## src/rtl/block_emitter_pkg.sv

```systemverilog
// Shared encodings for the block emitter: command ops, FSM states, keyword
// selectors, ASCII constants and keyword lengths.
package block_emitter_pkg;

  typedef enum logic [1:0] {
    OP_BEGIN     = 2'b00,
    OP_END       = 2'b01,
    OP_CHAR      = 2'b10,
    OP_CLOSE_ALL = 2'b11
  } op_e;

  typedef enum logic [1:0] {
    S_IDLE  = 2'd0,
    S_KW    = 2'd1,
    S_SEP   = 2'd2,
    S_CLOSE = 2'd3
  } state_e;

  // KW_RAW marks a single CHAR byte travelling through the keyword state.
  typedef enum logic [1:0] {
    KW_BEGIN = 2'd0,
    KW_END   = 2'd1,
    KW_RAW   = 2'd2
  } kw_e;

  localparam logic [7:0] CH_SPACE = 8'h20;
  localparam logic [7:0] CH_B     = 8'h62;
  localparam logic [7:0] CH_D     = 8'h64;
  localparam logic [7:0] CH_E     = 8'h65;
  localparam logic [7:0] CH_G     = 8'h67;
  localparam logic [7:0] CH_I     = 8'h69;
  localparam logic [7:0] CH_N     = 8'h6e;

  localparam int KW_BEGIN_LEN = 5;
  localparam int KW_END_LEN   = 3;

  function automatic logic [2:0] kw_last_idx(kw_e kw);
    case (kw)
      KW_BEGIN: return 3'(KW_BEGIN_LEN - 1);
      KW_END:   return 3'(KW_END_LEN - 1);
      default:  return 3'd0;
    endcase
  endfunction

endpackage

```

## src/rtl/block_emitter_if.sv

```systemverilog
// Command and byte-output handshakes of the block emitter, bundled so the
// sequencer side (master) and the emitter (slave) share one port.
interface block_emitter_if;

  logic       cmd_valid;
  logic       cmd_ready;
  logic [1:0] cmd_op;
  logic [7:0] cmd_char;
  logic       out_valid;
  logic       out_ready;
  logic [7:0] out_char;

  modport master (
    output cmd_valid, cmd_op, cmd_char, out_ready,
    input  cmd_ready, out_valid, out_char
  );

  modport slave (
    input  cmd_valid, cmd_op, cmd_char, out_ready,
    output cmd_ready, out_valid, out_char
  );

endinterface

```

## src/rtl/block_kw_rom.sv

```systemverilog
// Combinational keyword lookup: returns the idx-th letter of "begin" or "end",
// 8'h00 outside the keyword.
module block_kw_rom
  import block_emitter_pkg::*;
(
  input  kw_e        kw_i,
  input  logic [2:0] idx_i,
  output logic [7:0] char_o
);

  always_comb begin
    char_o = 8'h00;
    case (kw_i)
      KW_BEGIN: begin
        case (idx_i)
          3'd0:    char_o = CH_B;
          3'd1:    char_o = CH_E;
          3'd2:    char_o = CH_G;
          3'd3:    char_o = CH_I;
          3'd4:    char_o = CH_N;
          default: char_o = 8'h00;
        endcase
      end
      KW_END: begin
        case (idx_i)
          3'd0:    char_o = CH_E;
          3'd1:    char_o = CH_N;
          3'd2:    char_o = CH_D;
          default: char_o = 8'h00;
        endcase
      end
      default: char_o = 8'h00;
    endcase
  end

endmodule

```

## src/rtl/block_emitter.sv

```systemverilog
// Turns BEGIN/END/CHAR/CLOSE_ALL commands into an ASCII byte stream and tracks
// nesting depth. Define BLOCK_EMITTER_AUTO_SPACE_EN to append a space after every keyword.
module block_emitter
  import block_emitter_pkg::*;
#(
  parameter int DEPTH_W = 8
) (
  input  logic               clk,
  input  logic               reset,
  block_emitter_if.slave     bus,
  output logic [DEPTH_W-1:0] depth,
  output logic               underflow,
  output logic               overflow,
  output logic               balanced
);

  localparam logic [DEPTH_W-1:0] DEPTH_MAX = '1;

  state_e             state_q;
  kw_e                kw_q;
  logic [2:0]         idx_q;
  logic               out_valid_q;
  logic [7:0]         out_char_q;
  logic [DEPTH_W-1:0] depth_q;
  logic               underflow_q;
  logic               overflow_q;
`ifdef BLOCK_EMITTER_AUTO_SPACE_EN
  logic               sep_to_close_q;
`endif

  op_e        op_d;
  kw_e        rom_kw_d;
  logic [2:0] rom_idx_d;
  logic [7:0] rom_char;
  logic       hs_d;
  logic       kw_done_d;
  logic       close_last_d;

  assign op_d         = op_e'(bus.cmd_op);
  assign hs_d         = out_valid_q && bus.out_ready;
  assign kw_done_d    = (kw_q == KW_RAW) || (idx_q == kw_last_idx(kw_q));
  assign close_last_d = (depth_q <= DEPTH_W'(1));

  // In IDLE the ROM supplies the first letter of the incoming keyword;
  // otherwise it supplies the letter after the one currently on the output.
  always_comb begin
    rom_kw_d  = KW_END;
    rom_idx_d = idx_q + 3'd1;
    if (state_q == S_IDLE) begin
      rom_kw_d  = (op_d == OP_BEGIN) ? KW_BEGIN : KW_END;
      rom_idx_d = 3'd0;
    end else if (state_q == S_KW) begin
      rom_kw_d  = kw_q;
    end
  end

  block_kw_rom u_kw_rom (
    .kw_i   (rom_kw_d),
    .idx_i  (rom_idx_d),
    .char_o (rom_char)
  );

  always_ff @(posedge clk or posedge reset) begin
    if (reset) begin
      state_q        <= S_IDLE;
      kw_q           <= KW_BEGIN;
      idx_q          <= 3'd0;
      out_valid_q    <= 1'b0;
      out_char_q     <= 8'h00;
      depth_q        <= '0;
      underflow_q    <= 1'b0;
      overflow_q     <= 1'b0;
`ifdef BLOCK_EMITTER_AUTO_SPACE_EN
      sep_to_close_q <= 1'b0;
`endif
    end else begin
      case (state_q)
        S_IDLE: begin
          if (bus.cmd_valid) begin
            idx_q <= 3'd0;
            case (op_d)
              OP_BEGIN: begin
                kw_q        <= KW_BEGIN;
                out_valid_q <= 1'b1;
                out_char_q  <= rom_char;
                state_q     <= S_KW;
                if (depth_q == DEPTH_MAX) overflow_q <= 1'b1;
                else                      depth_q    <= depth_q + DEPTH_W'(1);
              end
              OP_END: begin
                kw_q        <= KW_END;
                out_valid_q <= 1'b1;
                out_char_q  <= rom_char;
                state_q     <= S_KW;
                if (depth_q == '0) underflow_q <= 1'b1;
                else               depth_q     <= depth_q - DEPTH_W'(1);
              end
              OP_CHAR: begin
                kw_q        <= KW_RAW;
                out_valid_q <= 1'b1;
                out_char_q  <= bus.cmd_char;
                state_q     <= S_KW;
              end
              default: begin
                // CLOSE_ALL with nothing open is a silent no-op.
                if (depth_q != '0) begin
                  out_valid_q <= 1'b1;
                  out_char_q  <= CH_E;
                  state_q     <= S_CLOSE;
                end
              end
            endcase
          end
        end

        S_KW: begin
          if (hs_d) begin
            if (kw_done_d) begin
`ifdef BLOCK_EMITTER_AUTO_SPACE_EN
              if (kw_q != KW_RAW) begin
                out_char_q     <= CH_SPACE;
                sep_to_close_q <= 1'b0;
                state_q        <= S_SEP;
              end else begin
                out_valid_q <= 1'b0;
                state_q     <= S_IDLE;
              end
`else
              out_valid_q <= 1'b0;
              state_q     <= S_IDLE;
`endif
            end else begin
              idx_q      <= idx_q + 3'd1;
              out_char_q <= rom_char;
            end
          end
        end

        S_CLOSE: begin
          if (hs_d) begin
            if (idx_q == 3'(KW_END_LEN - 1)) begin
              // Each completed "end" closes one block.
              if (depth_q != '0) depth_q <= depth_q - DEPTH_W'(1);
`ifdef BLOCK_EMITTER_AUTO_SPACE_EN
              out_char_q     <= CH_SPACE;
              sep_to_close_q <= !close_last_d;
              state_q        <= S_SEP;
`else
              if (close_last_d) begin
                out_valid_q <= 1'b0;
                state_q     <= S_IDLE;
              end else begin
                idx_q      <= 3'(KW_END_LEN);
                out_char_q <= CH_SPACE;
              end
`endif
            end else if (idx_q == 3'(KW_END_LEN)) begin
              // Separator between consecutive ends has been taken.
              idx_q      <= 3'd0;
              out_char_q <= CH_E;
            end else begin
              idx_q      <= idx_q + 3'd1;
              out_char_q <= rom_char;
            end
          end
        end

`ifdef BLOCK_EMITTER_AUTO_SPACE_EN
        S_SEP: begin
          if (hs_d) begin
            if (sep_to_close_q) begin
              idx_q      <= 3'd0;
              out_char_q <= CH_E;
              state_q    <= S_CLOSE;
            end else begin
              out_valid_q <= 1'b0;
              state_q     <= S_IDLE;
            end
          end
        end
`endif

        default: begin
          out_valid_q <= 1'b0;
          state_q     <= S_IDLE;
        end
      endcase
    end
  end

  assign bus.cmd_ready = (state_q == S_IDLE);
  assign bus.out_valid = out_valid_q;
  assign bus.out_char  = out_char_q;
  assign depth         = depth_q;
  assign underflow     = underflow_q;
  assign overflow      = overflow_q;
  assign balanced      = (depth_q == '0) && !underflow_q && !overflow_q;

endmodule

```

## src/flat_wrapper.sv

```systemverilog
// flat-port wrapper written by rule: the top's interface ports become plain ports
module block_emitter_flat import block_emitter_pkg::*;
#(
  parameter int DEPTH_W = 8
)
  (clk, reset, depth, underflow, overflow, balanced, bus_cmd_valid, bus_cmd_op, bus_cmd_char, bus_out_ready, bus_cmd_ready, bus_out_valid, bus_out_char);
  block_emitter_if bus_i ();
  input  logic clk;
  input  logic reset;
  output logic [DEPTH_W-1:0] depth;
  output logic underflow;
  output logic overflow;
  output logic balanced;
  input wire logic [$bits(bus_i.cmd_valid)-1:0] bus_cmd_valid;
  input wire logic [$bits(bus_i.cmd_op)-1:0] bus_cmd_op;
  input wire logic [$bits(bus_i.cmd_char)-1:0] bus_cmd_char;
  input wire logic [$bits(bus_i.out_ready)-1:0] bus_out_ready;
  output wire logic [$bits(bus_i.cmd_ready)-1:0] bus_cmd_ready;
  output wire logic [$bits(bus_i.out_valid)-1:0] bus_out_valid;
  output wire logic [$bits(bus_i.out_char)-1:0] bus_out_char;
  assign bus_i.cmd_valid = bus_cmd_valid;
  assign bus_i.cmd_op = bus_cmd_op;
  assign bus_i.cmd_char = bus_cmd_char;
  assign bus_i.out_ready = bus_out_ready;
  assign bus_cmd_ready = bus_i.cmd_ready;
  assign bus_out_valid = bus_i.out_valid;
  assign bus_out_char = bus_i.out_char;
  block_emitter #(.DEPTH_W(DEPTH_W)) u_core (.clk(clk), .reset(reset), .bus(bus_i), .depth(depth), .underflow(underflow), .overflow(overflow), .balanced(balanced));
endmodule
```

## config.mk

```make
export PLATFORM = sky130hd
export DESIGN_NAME = block_emitter_flat
export DESIGN_NICKNAME = d
export VERILOG_FILES = /design/src/rtl/block_emitter_pkg.sv /design/src/rtl/block_emitter_if.sv /design/src/rtl/block_kw_rom.sv /design/src/rtl/block_emitter.sv /design/src/flat_wrapper.sv
export SDC_FILE = /design/constraint.sdc
export NUM_CORES = 1
export LEC_CHECK = 0
export CAP_MARGIN = 20
export CORE_MARGIN = 2
export CORE_UTILIZATION = 48
export CTS_BUF_LIST = sky130_fd_sc_hd__clkbuf_4 sky130_fd_sc_hd__clkbuf_8 sky130_fd_sc_hd__clkbuf_16
export CTS_CLUSTER_SIZE = 30
export DETAILED_ROUTE_END_ITERATION = 6
export PLACE_DENSITY = 0.74
export SLEW_MARGIN = 20
export SYNTH_ARGS = -nofsm -noshare
export SYNTH_HDL_FRONTEND = slang
export SYNTH_SLANG_ARGS = --single-unit
```

## constraint.sdc

```tcl
create_clock -name clk -period 2.8 [get_ports clk]
set_clock_uncertainty 0.1 [all_clocks]
set_input_delay 0.84 -clock clk [delete_from_list [all_inputs] [get_ports clk]]
set_output_delay 0.84 -clock clk [all_outputs]
set_load 0.02 [all_outputs]
```

* After elaboration in Yosys (flattened, before gate mapping)
Cells that the tools add are included.
** Word-level totals
- Register bits :: 26
- Output and inout port bits :: 21
- Word-level logic and storage cells :: 119
- Bits of input ports :: 14
** Cells by class
- Reduce and logical (&&, ||, !) cells :: 25
- Equal/unequal tests :: 29
- Add/subtract/negate cells :: 3
- Magnitude comparators :: 1
- Mux-type cells :: 53
** Operators by type and width (number)
- 8-bit 2-to-1 mux :: 14
- 8-bit case mux with 2 select lines :: 4
- 7-bit case mux with 5 select lines :: 1
- 3-bit 2-to-1 mux :: 8
- 8-bit case mux with 3 select lines :: 1
- 7-bit case mux with 3 select lines :: 1
- 2-bit 2-to-1 mux :: 10
- 7-bit AND reduction :: 2
- 3-bit by 2-bit equality test with 1-bit output (second input constant) :: 4
- 2-bit by 1-bit != test with 1-bit output (second input constant) :: 6
- 2-bit case mux with 3 select lines :: 2
- 1-bit 2-to-1 mux :: 9
- 3-bit != test (second input constant) :: 3
- 3-bit case mux with 3 select lines :: 1
- 8-bit by 1-bit adder with 8-bit output (second input constant) :: 1
- 2-bit by 1-bit equality test with 1-bit output (second input constant) :: 4
- 8-bit equality test (second input constant) :: 1
- 8-bit by 1-bit less-or-equal comparator with 1-bit output (second input constant) :: 1
- 2-bit zero test :: 4
- 8-bit zero test :: 1
- 4-bit AND reduction :: 2
- 8-bit AND reduction :: 1
- 8-bit nonzero test :: 1
- 8-bit by 1-bit subtractor with 8-bit output (second input constant) :: 1
- other kinds (21) :: 28

* Longest topological paths before layout
Gate-level depths: netlist of run 1.
- Depth in word-level cells :: 9
- Gate-level depth with buffers :: 9
- Mapped depth without buffers :: 8

* Modules after synthesis
A second synthesis of run 1 with hierarchy kept.
** Unflattened totals
- Cell total of the unflattened synthesis :: 219
- Area, all modules :: 2035.7 um2
** Modules (own cells, without submodules)
- block_emitter :: sequential area each 625.6 um2, cells each 192, times used 1, area an instance 1855.5 um2
- block_kw_rom :: sequential area each 0.0 um2, cells each 27, times used 1, area an instance 180.2 um2

* Worst setup path before layout of run 1
Ideal clock, no wire load.
- Path type :: register -> output
- Start :: reg u_core.depth_q[4] (netlist: u_core.depth[4])
- End :: out balanced
- Cell stages (with the launch flop) :: 5
- Path slack :: 0.263 ns
- Path buffers :: 1
- Data arrival time :: 1.597 ns
- Required time :: 1.860 ns
- Cell sequence :: dfrtp_1 buf_6 nor4_4 nand3_1 nor3_1
** On the way
- Longest elaborated chain between the ends :: 3
** Ends and longest elaborated chain
- from (decl) :: line block_emitter.sv:24 : logic [DEPTH_W-1:0] depth_q;
- from (signal assigned) :: line block_emitter.sv:88 : else depth_q <= depth_q + DEPTH_W'(1);
- from (signal assigned) :: line block_emitter.sv:96 : else depth_q <= depth_q - DEPTH_W'(1);
- from (signal assigned) :: line block_emitter.sv:143 : if (depth_q != '0) depth_q <= depth_q - DEPTH_W'(1);
- 8-bit zero test :: line block_emitter.sv:197 : assign balanced = (depth_q == '0) && !underflow_q && !overflow_q;
- 1-bit logical AND (2 in a row) :: line block_emitter.sv:197
- to (decl) :: line flat_wrapper.sv:13 : output logic balanced;
No other way between the ends.

* Worst setup path in the final report of run 1
- Start :: reg u_core.idx_q[0]
- End :: reg u_core.out_char_q[3] (netlist: u_core.bus.out_char[3])
** On the way
- Longest elaborated chain between the ends :: 9
- Elaborated cells between the ends (all ways) :: 25
- Classes of those cells :: add/sub (1); eq/ne (9); mux (12); reduce/logical (3)
** Ends and longest elaborated chain
- from (decl) :: line block_emitter.sv:21 : logic [2:0] idx_q;
- from (signal assigned) :: line block_emitter.sv:133 : idx_q <= idx_q + 3'd1;
- from (signal assigned) :: line block_emitter.sv:153 : idx_q <= 3'(KW_END_LEN);
- from (signal assigned) :: line block_emitter.sv:162 : idx_q <= idx_q + 3'd1;
- 3-bit by 1-bit adder with 3-bit output :: line block_emitter.sv:48 : rom_idx_d = idx_q + 3'd1;
- 3-bit 2-to-1 mux :: line block_emitter.sv:49 : if (state_q == S_IDLE) begin
- 3-bit equality test, or another cell as far along :: line block_kw_rom.sv:15 : case (idx_i)
- 7-bit case mux with 5 select lines / 7-bit case mux with 3 select lines (equally long branches) :: line block_kw_rom.sv:15, block_kw_rom.sv:25
- 8-bit case mux with 2 select lines :: line block_kw_rom.sv:13 : case (kw_i)
- 8-bit 2-to-1 mux :: line block_emitter.sv:157 : end else if (idx_q == 3'(KW_END_LEN)) begin
- 8-bit 2-to-1 mux :: line block_emitter.sv:141 : if (idx_q == 3'(KW_END_LEN - 1)) begin
- 8-bit 2-to-1 mux :: line block_emitter.sv:140 : if (hs_d) begin
- 8-bit case mux with 3 select lines :: line block_emitter.sv:77 : case (state_q)
- to (signal assigned) :: line block_emitter.sv:85 : out_char_q <= rom_char;
- to (signal assigned) :: line block_emitter.sv:93 : out_char_q <= rom_char;
- to (signal assigned) :: line block_emitter.sv:163 : out_char_q <= rom_char;
- to (decl) :: line block_emitter.sv:23 : logic [7:0] out_char_q;
Several ways; a longest one is shown, not always the timed one. The select of a mux whose other input is x is not followed.
A chain may end at the register's enable or synchronous reset.

==> results of run 1 <==
## sequential cells by signal, indices dropped and copies added (netlist names)
signal,count
u_core.bus.out_char,8
u_core.depth,8
u_core.underflow,1
u_core.idx_q,3
u_core.kw_q,2
u_core.state_q,2
u_core.overflow,1
## critical path: stages, from the launching register on
cell and delay [ps]:
dfrtp_1 530, ha_1 230, inv_1 50, ha_1 360, or3b_2 460, a221oi_1 290, a21oi_1 70, o31ai_1 290
mux2_1 180
## where the power goes
group	total (W)	leakage, nW	internal [W]	switching, W
logic	0.00209	0.822	0.000922	0.00117
registers	0.000657	0.313	0.000505	0.000152
clock network	0.000231	0.0262	0.000112	0.000119
## worst max path at each step
stage | startpoint | endpoint | slack (ps) | depth (start not counted)
after floorplan | u_core.depth[4] | balanced | 260 | 4
after global placement | bus_cmd_op[1] | u_core.bus.out_char[3] | -20 | 7
after detailed placement | bus_cmd_op[0] | u_core.bus.out_char[3] | -40 | 7
after CTS | u_core.state_q[1] | bus_cmd_ready | 60 | 3
after global routing | u_core.idx_q[0] | u_core.bus.out_char[3] | 30 | 8
final | u_core.idx_q[0] | u_core.bus.out_char[3] | 180 | 8
## through the flow
step	cells	setup TNS [ps]
finish	332	0
CTS	332	0
detailed placement	328	-40.8
global placement	328	-18.2
floorplan	233	0
global route	332	0
## placed cells by master (no fill, tap or decap), drive strengths merged, types with 6 or more instances in the layout
master and n:
xor2 6, o21ai 16, nor2 22, nor4 8, nand2 15, buf 26
ha 8, dfrtp 25, a21oi 10, nand3 11, clkdlybuf4s50 32, inv 13
## cells by family after synthesis
| group | after synthesis | share of synthesized area (%) |
|---|---|---|
| flip-flops | 25 | 31.5 |
| AO/OA/AOI/OAI | 68 | 25.0 |
| XOR/XNOR | 8 | 3.53 |
| buffers and inverters | 28 | 5.80 |
| multiplexers | 7 | 3.78 |
| AND/OR/NAND/NOR | 89 | 25.4 |
| adder cells (fa/ha/maj) | 8 | 5.04 |
## routing by layer
| layer | GRT usage [%] | vias up | routed length [um] |
|---|---|---|---|
| met5 | 0 | - | 0 |
| met4 | 5.75 | 0 | 46 |
| met3 | 2.63 | 6 | 305 |
| met2 | 40.9 | 65 | 2520 |
| met1 | 37.0 | 950 | 2580 |
| li1 | - | 962 | - |
## final cells by class
type / instances / share of cell area, %
clock buffer: 4 / 1.90
inverter: 13 / 1.90
sequential: 25 / 24.4
multi-input combinational: 180 / 48.5
tap: 50 / 2.44
timing repair buffer: 60 / 20.9
==> flow_summary.yaml, run 1 <==
die:
  floorplan.initialDensity_pct: 49.6
  die_width_um: 68.3
  design.core.area_um2: 4000
  ioPinCount: 35
  die-area_um2: 4670
  row_count: 23
  die_y_um: 68.3
logic_synthesis:
  async_flop_share_pct: 100
  yosysMostFrequentCell: "dfrtp_1"
  synth_edf_count: 0
  synth_flop_cell: "dfrtp_1"
  synth_top_area_share_pct: 31.5
  ys_types: 62
  syn_inst: 233
  synthTopCellsByCount: "dfrtp_1, nor2_1, o21ai_0"
  synth_area_um2: 1990
  synth_area_leaders: "dfrtp_1, ha_1, nor2_1"
  synth_seq_area_share_pct: 31.5
  syn-num-nets: 255
  synth.ff_latch_count: 25
  yosys.area.top_type: "dfrtp_1"
  ys.warnings.count: 0
  synth.avg_cell_area_um2: 8.52
power_and_ir_drop:
  p_per_area_nw_per_um2: 1160
  power_w: 0.00298
  p_leak_nw: 1.16
  ir_drop_mv: 0.507
sta:
  whs_ps: 398
  final_hold_viol_count: 0
  period_needed_ps: 2620
  tightest_slew_ps: 644
  relSlewSlack_pct: 56.7
  period_share_pct: 93.7
  rsz0062_at_grt: "false"
  finalSetupViolations: 0
  finalWorstSetupSlack_ps: 176
  finalMaxSlewViolations: 0
  clock.fmax_mhz: 381
finish:
  area_growth_pct: 29.3
  multi_input_area_um2: 1240
  seq_area_um2: 626
  diodes: 0
  nFillCells: 377
  fin_nets: 305
  postLayoutCellArea_um2: 2570
  final_util_pct: 64.2
  drive_above_1_share_pct: 14.5
cts:
  htreeDepth: 1
  cts_inserted_buffers: 3
  post_cts_resized: 1
  cts_tree: "yes"
  clk_pin_slew_ps: 90
  clockBufferDepth: 2
  clkLatencyLatePin_ps: 270
  holdBufCountCts: 0
  cts.sinks: 25
  postCtsSetupBuffers: 0
  cts-root-buf: "clkbuf_8"
detailed_routing:
  wl_per_cell_um: 16.4
  avgViaCountPerCell: 5.97
  drt_wl_total_um: 5450
  vias: 1983
  ant_nets: 0
  drtIter0Drc: 300
  dr.pass1.iters: 4
  drc_errors: 0
global_route:
  grt_pass1_wl_um: 8900
  grt_usage_pct: 25.5
  grt_overflow: 0
  grt_pass1_vias: 1768
  antenna_found_initial: 0
  grt_max_degree: 26
min_path:
  whs_endpoint: "u_core.bus.out_char[0]"
  hold_depth: 1
  hold_class: "reg -> reg"
  hold_start: "u_core.bus.out_char[0]"
worst_setup_path:
  ff2ff_setup_slack_ps: 180
  crit_arrival_ps: 2740
  setup.worst_path.end_class: "flop"
  required_ps: 2910
  worstSetupPathType: "reg -> reg"
  start_kind: "flop"
  r2r-end: "u_core.bus.out_char[3]"
  critical_path_peak_fanout: 9
  regToRegStartpoint: "u_core.idx_q[0]"
  reg2reg_depth: 8
placed_design:
  gp_congestion: 0.967
  dpl.hpwl_um: 4100
  post-place-ws_ps: -40.8
  port_buffers: 34
  place_area_um2: 2520
outcome:
  status: "finished clean"
flow_run:
  drv_cap: 0
(Power assumes the default switching activity.)
==> inputs of run 2 (changes only) <==
--- a/config.mk
+++ b/config.mk
@@ -7,11 +7,11 @@
 export LEC_CHECK = 0
 export CAP_MARGIN = 20
 export CORE_MARGIN = 2
-export CORE_UTILIZATION = 48
+export CORE_UTILIZATION = 45
 export CTS_BUF_LIST = sky130_fd_sc_hd__clkbuf_4 sky130_fd_sc_hd__clkbuf_8 sky130_fd_sc_hd__clkbuf_16
 export CTS_CLUSTER_SIZE = 30
 export DETAILED_ROUTE_END_ITERATION = 6
-export PLACE_DENSITY = 0.74
+export PLACE_DENSITY = 0.7
 export SLEW_MARGIN = 20
 export SYNTH_ARGS = -nofsm -noshare
 export SYNTH_HDL_FRONTEND = slang
==> run 2 against run 1 <==
  * Non-clock buffer count grew 1
  * Global-route usage fell by 2.6 points
  * Routed wire length increased by 0.53%
  * Total power increased by 0.76%
  * Sequential share of layout area decreased by 0.095 points
  * Die area rose by 6.3%
  * Utilization fell by 4.2 points
  * Combinational power grew 2%
==> flow_summary.yaml, run 2 (same netlist as run 1, synthesis figures left out) <==
cts:
  postCtsSetupBuffers: 0
  cts_inserted_buffers: 3
  cts-root-buf: "clkbuf_8"
  htreeDepth: 1
  clkLatencyLatePin_ps: 270
  clockBufferDepth: 2
  clk_pin_slew_ps: 80
  cts.sinks: 25
  cts_tree: "yes"
worst_setup_path:
  max_stage_delay_ps: 420
  ff2ff_setup_slack_ps: 260
  worstSetupPathType: "reg -> out"
  r2r-end: "u_core.bus.out_char[3]"
  cp_slowest_cell: "dfrtp_1"
  critPathTopFamily: "simple AND/OR/NAND/NOR gates"
  critical_path_peak_fanout: 2
  setup.worst_path.end_class: "primary output"
  crit_arrival_ps: 1710
  regToRegStartpoint: "u_core.idx_q[0]"
  crit_chain: "nor4_4, nand3_1, nor3_1, dlygate4sd2_1"
  start_kind: "flop"
  cp_num_buf_inv: 1
  required_ps: 1860
  reg2reg_depth: 8
min_path:
  hold_class: "reg -> reg"
  whs_endpoint: "u_core.bus.out_char[0]"
  hold_depth: 1
  hold_start: "u_core.bus.out_char[0]"
placed_design:
  dpl.hpwl_um: 4190
  port_buffers: 34
  place_area_um2: 2530
  gp_congestion: 0.945
sta:
  period_share_pct: 94.6
  tightest_slew_ps: 737
  rsz0062_at_grt: "false"
  final_hold_viol_count: 0
  relSlewSlack_pct: 50.4
  period_needed_ps: 2650
  finalMaxSlewViolations: 0
  fin_tns_setup_ps: 0
  clock.fmax_mhz: 378
  finalSetupViolations: 0
detailed_routing:
  drt_wl_total_um: 5480
  drtIter0Drc: 242
  ant_nets: 0
  drc_errors: 0
  wl_per_cell_um: 16.4
  avgViaCountPerCell: 6.01
  dr.pass1.iters: 4
  vias: 2015
global_route:
  grt_pass1_vias: 1922
  grt_max_degree: 26
  antenna_found_initial: 0
  grt_pass1_wl_um: 9210
  grt_overflow: 0
  grt_usage_pct: 23.0
die:
  die-area_um2: 4960
  die_y_um: 70.4
  die_width_um: 70.4
  ioPinCount: 35
  design.core.area_um2: 4290
  row_count: 24
  floorplan.initialDensity_pct: 46.2
finish:
  final_common_cell: "clkdlybuf4s50_1"
  postLayoutCellArea_um2: 2580
  final_cell_mix: "clkdlybuf4s50_1, buf_4, dfrtp_1"
  drive_above_1_share_pct: 14.8
  nFillCells: 389
  fin_nets: 306
  diodes: 0
  area_growth_pct: 29.8
power_and_ir_drop:
  p_leak_nw: 1.17
  p_per_area_nw_per_um2: 1170
  switching_share_pct: 48.3
  clkPwrFrac_pct: 7.5
  p_int_w: 0.00155
  combinationalPowerShare_pct: 70.9
  p_switching_w: 0.00145
  ir_drop_mv: 0.515
  p_seq_share_pct: 21.5
flow_run:
  drv_cap: 0
outcome:
  status: "finished clean"
==> run 2: cell types whose count changed in the layout (fill, tap and decap cells not counted) <==
cell,previous run,this run
buf_4,26,27
==> run 2: what timing repair did <==
action / in CTS / in global routing
gates resized for setup: 1 / 1
setup endpoints to repair: 1 / 1
pin swaps: 0 / 0
hold buffers: 0 / 0
==> run 2: routing by layer <==
metal  global-route usage [%]  wire length [um]
met1                     33.0              2560
met2                     35.3              2440
met3                     3.46               369
met4                     7.48               108
met5                        0                 0
==> run 2: metrics by stage <==
stage,util [%],total power (W),setup slack [ps],std cells,hold slack [ps]
6_report,60.0,0.00300,152,335,391
5_1_grt,60.0,0.00325,47.9,335,426
4_1_cts,60.0,0.00299,71.6,335,398
3_5_place_dp,58.9,0.00276,-42.7,331,378
3_3_place_gp,58.9,0.00274,-29.6,331,371
2_1_floorplan,-,0.00204,263,233,394
==> run 2: worst max path at each step <==
stage	start	to	slack, ps	cells after the start
detailed placement	bus_cmd_op[0]	u_core.depth[1]	-40	6
CTS	u_core.state_q[1]	bus_cmd_ready	70	3
finish	u_core.depth[4]	balanced	150	4
global placement	bus_cmd_op[1]	u_core.bus.out_char[3]	-30	7
global route	u_core.depth[4]	balanced	50	4
floorplan	u_core.depth[4]	balanced	260	4
==> run 2: layout make-up <==
type                            count  area [um^2]  area share [%]
Multi-Input combinational cell    180         1240            48.3
Sequential cell                    25          626            24.3
Tap cell                           52         65.1            2.52
Inverter                           13         48.8            1.89
Clock buffer                        4         48.8            1.89
Timing Repair Buffer               61          544            21.1
==> run 2: power groups by stage <==
stage	Clock [W]	Sequential, W	Combinational (W)
4_1_cts	0.000227	0.000646	0.00212
2_1_floorplan	0	0.000764	0.00127
5_1_grt	0.000244	0.000670	0.00234
3_3_place_gp	0	0.000649	0.00209
6_report	0.000227	0.000646	0.00213
3_5_place_dp	0	0.000654	0.00210
==> inputs of run 3 (changes only) <==
--- a/config.mk
+++ b/config.mk
@@ -7,11 +7,10 @@
 export LEC_CHECK = 0
 export CAP_MARGIN = 20
 export CORE_MARGIN = 2
-export CORE_UTILIZATION = 45
+export CORE_UTILIZATION = 25
 export CTS_BUF_LIST = sky130_fd_sc_hd__clkbuf_4 sky130_fd_sc_hd__clkbuf_8 sky130_fd_sc_hd__clkbuf_16
 export CTS_CLUSTER_SIZE = 30
 export DETAILED_ROUTE_END_ITERATION = 6
-export PLACE_DENSITY = 0.7
 export SLEW_MARGIN = 20
 export SYNTH_ARGS = -nofsm -noshare
 export SYNTH_HDL_FRONTEND = slang
==> constraint.sdc (replaced) <==
create_clock -name clk -period 2.8 [get_ports clk]
set_clock_uncertainty 0.1 [all_clocks]
set_input_delay 0.84 -clock clk [delete_from_list [all_inputs] [get_ports clk]]
set_output_delay 0.84 -clock clk [all_outputs]
set_load 0.005 [all_outputs]
==> run 3 against run 2 <==
  * Via count grew 0.60%
  * Sequential power grew 3%
  * Combinational power shrank 7%
  * Clock-buffer cell count shrank 1
  * Hold slack gained 15 ps
==> flow_summary.yaml, run 3 (same netlist as run 1, synthesis figures left out) <==
sta:
  period_share_pct: 96.2
  clock.fmax_mhz: 371
  whs_ps: 405
  period_needed_ps: 2690
  rsz0062_at_grt: "false"
  final_hold_viol_count: 0
  finalSetupViolations: 0
  relSlewSlack_pct: 52.4
  tightest_slew_ps: 708
  finalMaxSlewViolations: 0
cts:
  holdBufCountCts: 0
  cts_tree: "yes"
  clk_pin_slew_ps: 100
  cts-root-buf: "clkbuf_8"
  clkLatencyLatePin_ps: 280
  clockBufferDepth: 2
  cts.sinks: 25
  cts_inserted_buffers: 3
  htreeDepth: 1
die:
  design.core.area_um2: 7730
  die_width_um: 93.1
  row_count: 32
  floorplan.initialDensity_pct: 25.7
  die-area_um2: 8670
  die_y_um: 93.1
  ioPinCount: 35
global_route:
  antenna_found_initial: 0
  grt_pass1_wl_um: 9720
  grt_pass1_vias: 1923
  grt_overflow: 0
  grt_usage_pct: 14.0
  grt_max_degree: 26
power_and_ir_drop:
  clkPwrFrac_pct: 8.1
  combinationalPowerShare_pct: 68.9
  p_switching_w: 0.00135
  power_w: 0.00288
  switching_share_pct: 47.0
  ir_drop_mv: 0.479
  p_int_w: 0.00152
  p_leak_nw: 1.14
  p_seq_share_pct: 23.0
  p_per_area_nw_per_um2: 1090
worst_setup_path:
  worstSetupPathType: "reg -> out"
  critPathLaunch: "u_core.state_q[1]"
  start_kind: "flop"
  ff2ff_setup_slack_ps: 270
  critical_path_peak_fanout: 6
  r2r-end: "u_core.bus.out_char[3]"
  regToRegStartpoint: "u_core.idx_q[0]"
  critPathCapture: "bus_cmd_ready"
  crit_arrival_ps: 1750
  reg2reg_depth: 8
  required_ps: 1860
  setup.worst_path.end_class: "primary output"
finish:
  fin_nets: 306
  diodes: 0
  final_cell_mix: "clkdlybuf4s50_1, buf_4, dfrtp_1"
  nFillCells: 802
  drive_above_1_share_pct: 15.2
  postLayoutCellArea_um2: 2640
  area_growth_pct: 33.0
  final_common_cell: "clkdlybuf4s50_1"
placed_design:
  place_area_um2: 2580
  gp_congestion: 0.907
  port_buffers: 34
  dpl.hpwl_um: 4440
detailed_routing:
  wl_per_cell_um: 15.3
  drt_wl_total_um: 5870
  ant_nets: 0
  avgViaCountPerCell: 5.26
  drtIter0Drc: 110
  vias: 2027
  drc_errors: 0
  dr.pass1.iters: 4
outcome:
  status: "finished clean"
flow_run:
  drv_cap: 0
min_path:
  hold_class: "reg -> reg"
  hold_start: "u_core.bus.out_char[1]"
-- run 3: layout make-up --
class,count,area [um^2],share of cell area (%)
tap,102,128,4.83
clock inverter,1,7.51,0.284
inverter,13,48.8,1.85
multi-input combinational,180,1250,47.3
timing repair buffer,61,542,20.5
clock buffer,3,41.3,1.56
sequential,25,626,23.7
-- run 3: power by group through the flow --
stage / Sequential, W / Clock [W] / Combinational, W
floorplan: 0.000649 / 0 / 0.00127
global placement: 0.000675 / 0 / 0.00193
detailed placement: 0.000677 / 0 / 0.00195
CTS: 0.000664 / 0.000237 / 0.00198
global route: 0.000694 / 0.000255 / 0.00218
finish: 0.000663 / 0.000232 / 0.00198
-- run 3: worst max-delay path, stage by stage, from the launching register on --
cell and delay [ps]:
dfrtp_1 390, or2_1 300, inv_1 230, clkdlybuf4s50_1 550
-- run 3: per-layer routing --
layer	GRT usage (%)	vias up	part of all wire, %
met4	3.80	0	1.3
met5	0	-	0
li1	-	967	-
met1	20.2	979	48
met2	22.3	74	46
met3	1.53	7	5.4
-- run 3: worst min path at each step --
stage,end,depth (start not counted)
6_report,u_core.bus.out_char[1],1
4_1_cts,u_core.bus.out_char[1],1
2_1_floorplan,u_core.overflow,1
3_5_place_dp,u_core.bus.out_char[1],1
5_1_grt,u_core.bus.out_char[1],1
3_3_place_gp,u_core.bus.out_char[0],1
-- run 3: per-stage QoR --
step	TNS [ps]	utilization, %	cells	setup WS [ps]
floorplan	0	-	233	540
global placement	-25.5	33.4	380	-25.5
detailed placement	-362	33.4	380	-54.3
CTS	0	34.2	385	93.5
global route	0	34.2	385	24.0
finish	0	34.2	385	107
-- run 3: what timing repair did --
| action | 4_1_cts | 5_1_grt |
|---|---|---|
| resized for setup | 2 | 0 |
| setup endpoints to repair | 1 | 0 |
| setup buffers | 1 | 0 |
| endpoints found under the hold margin | 0 | 0 |
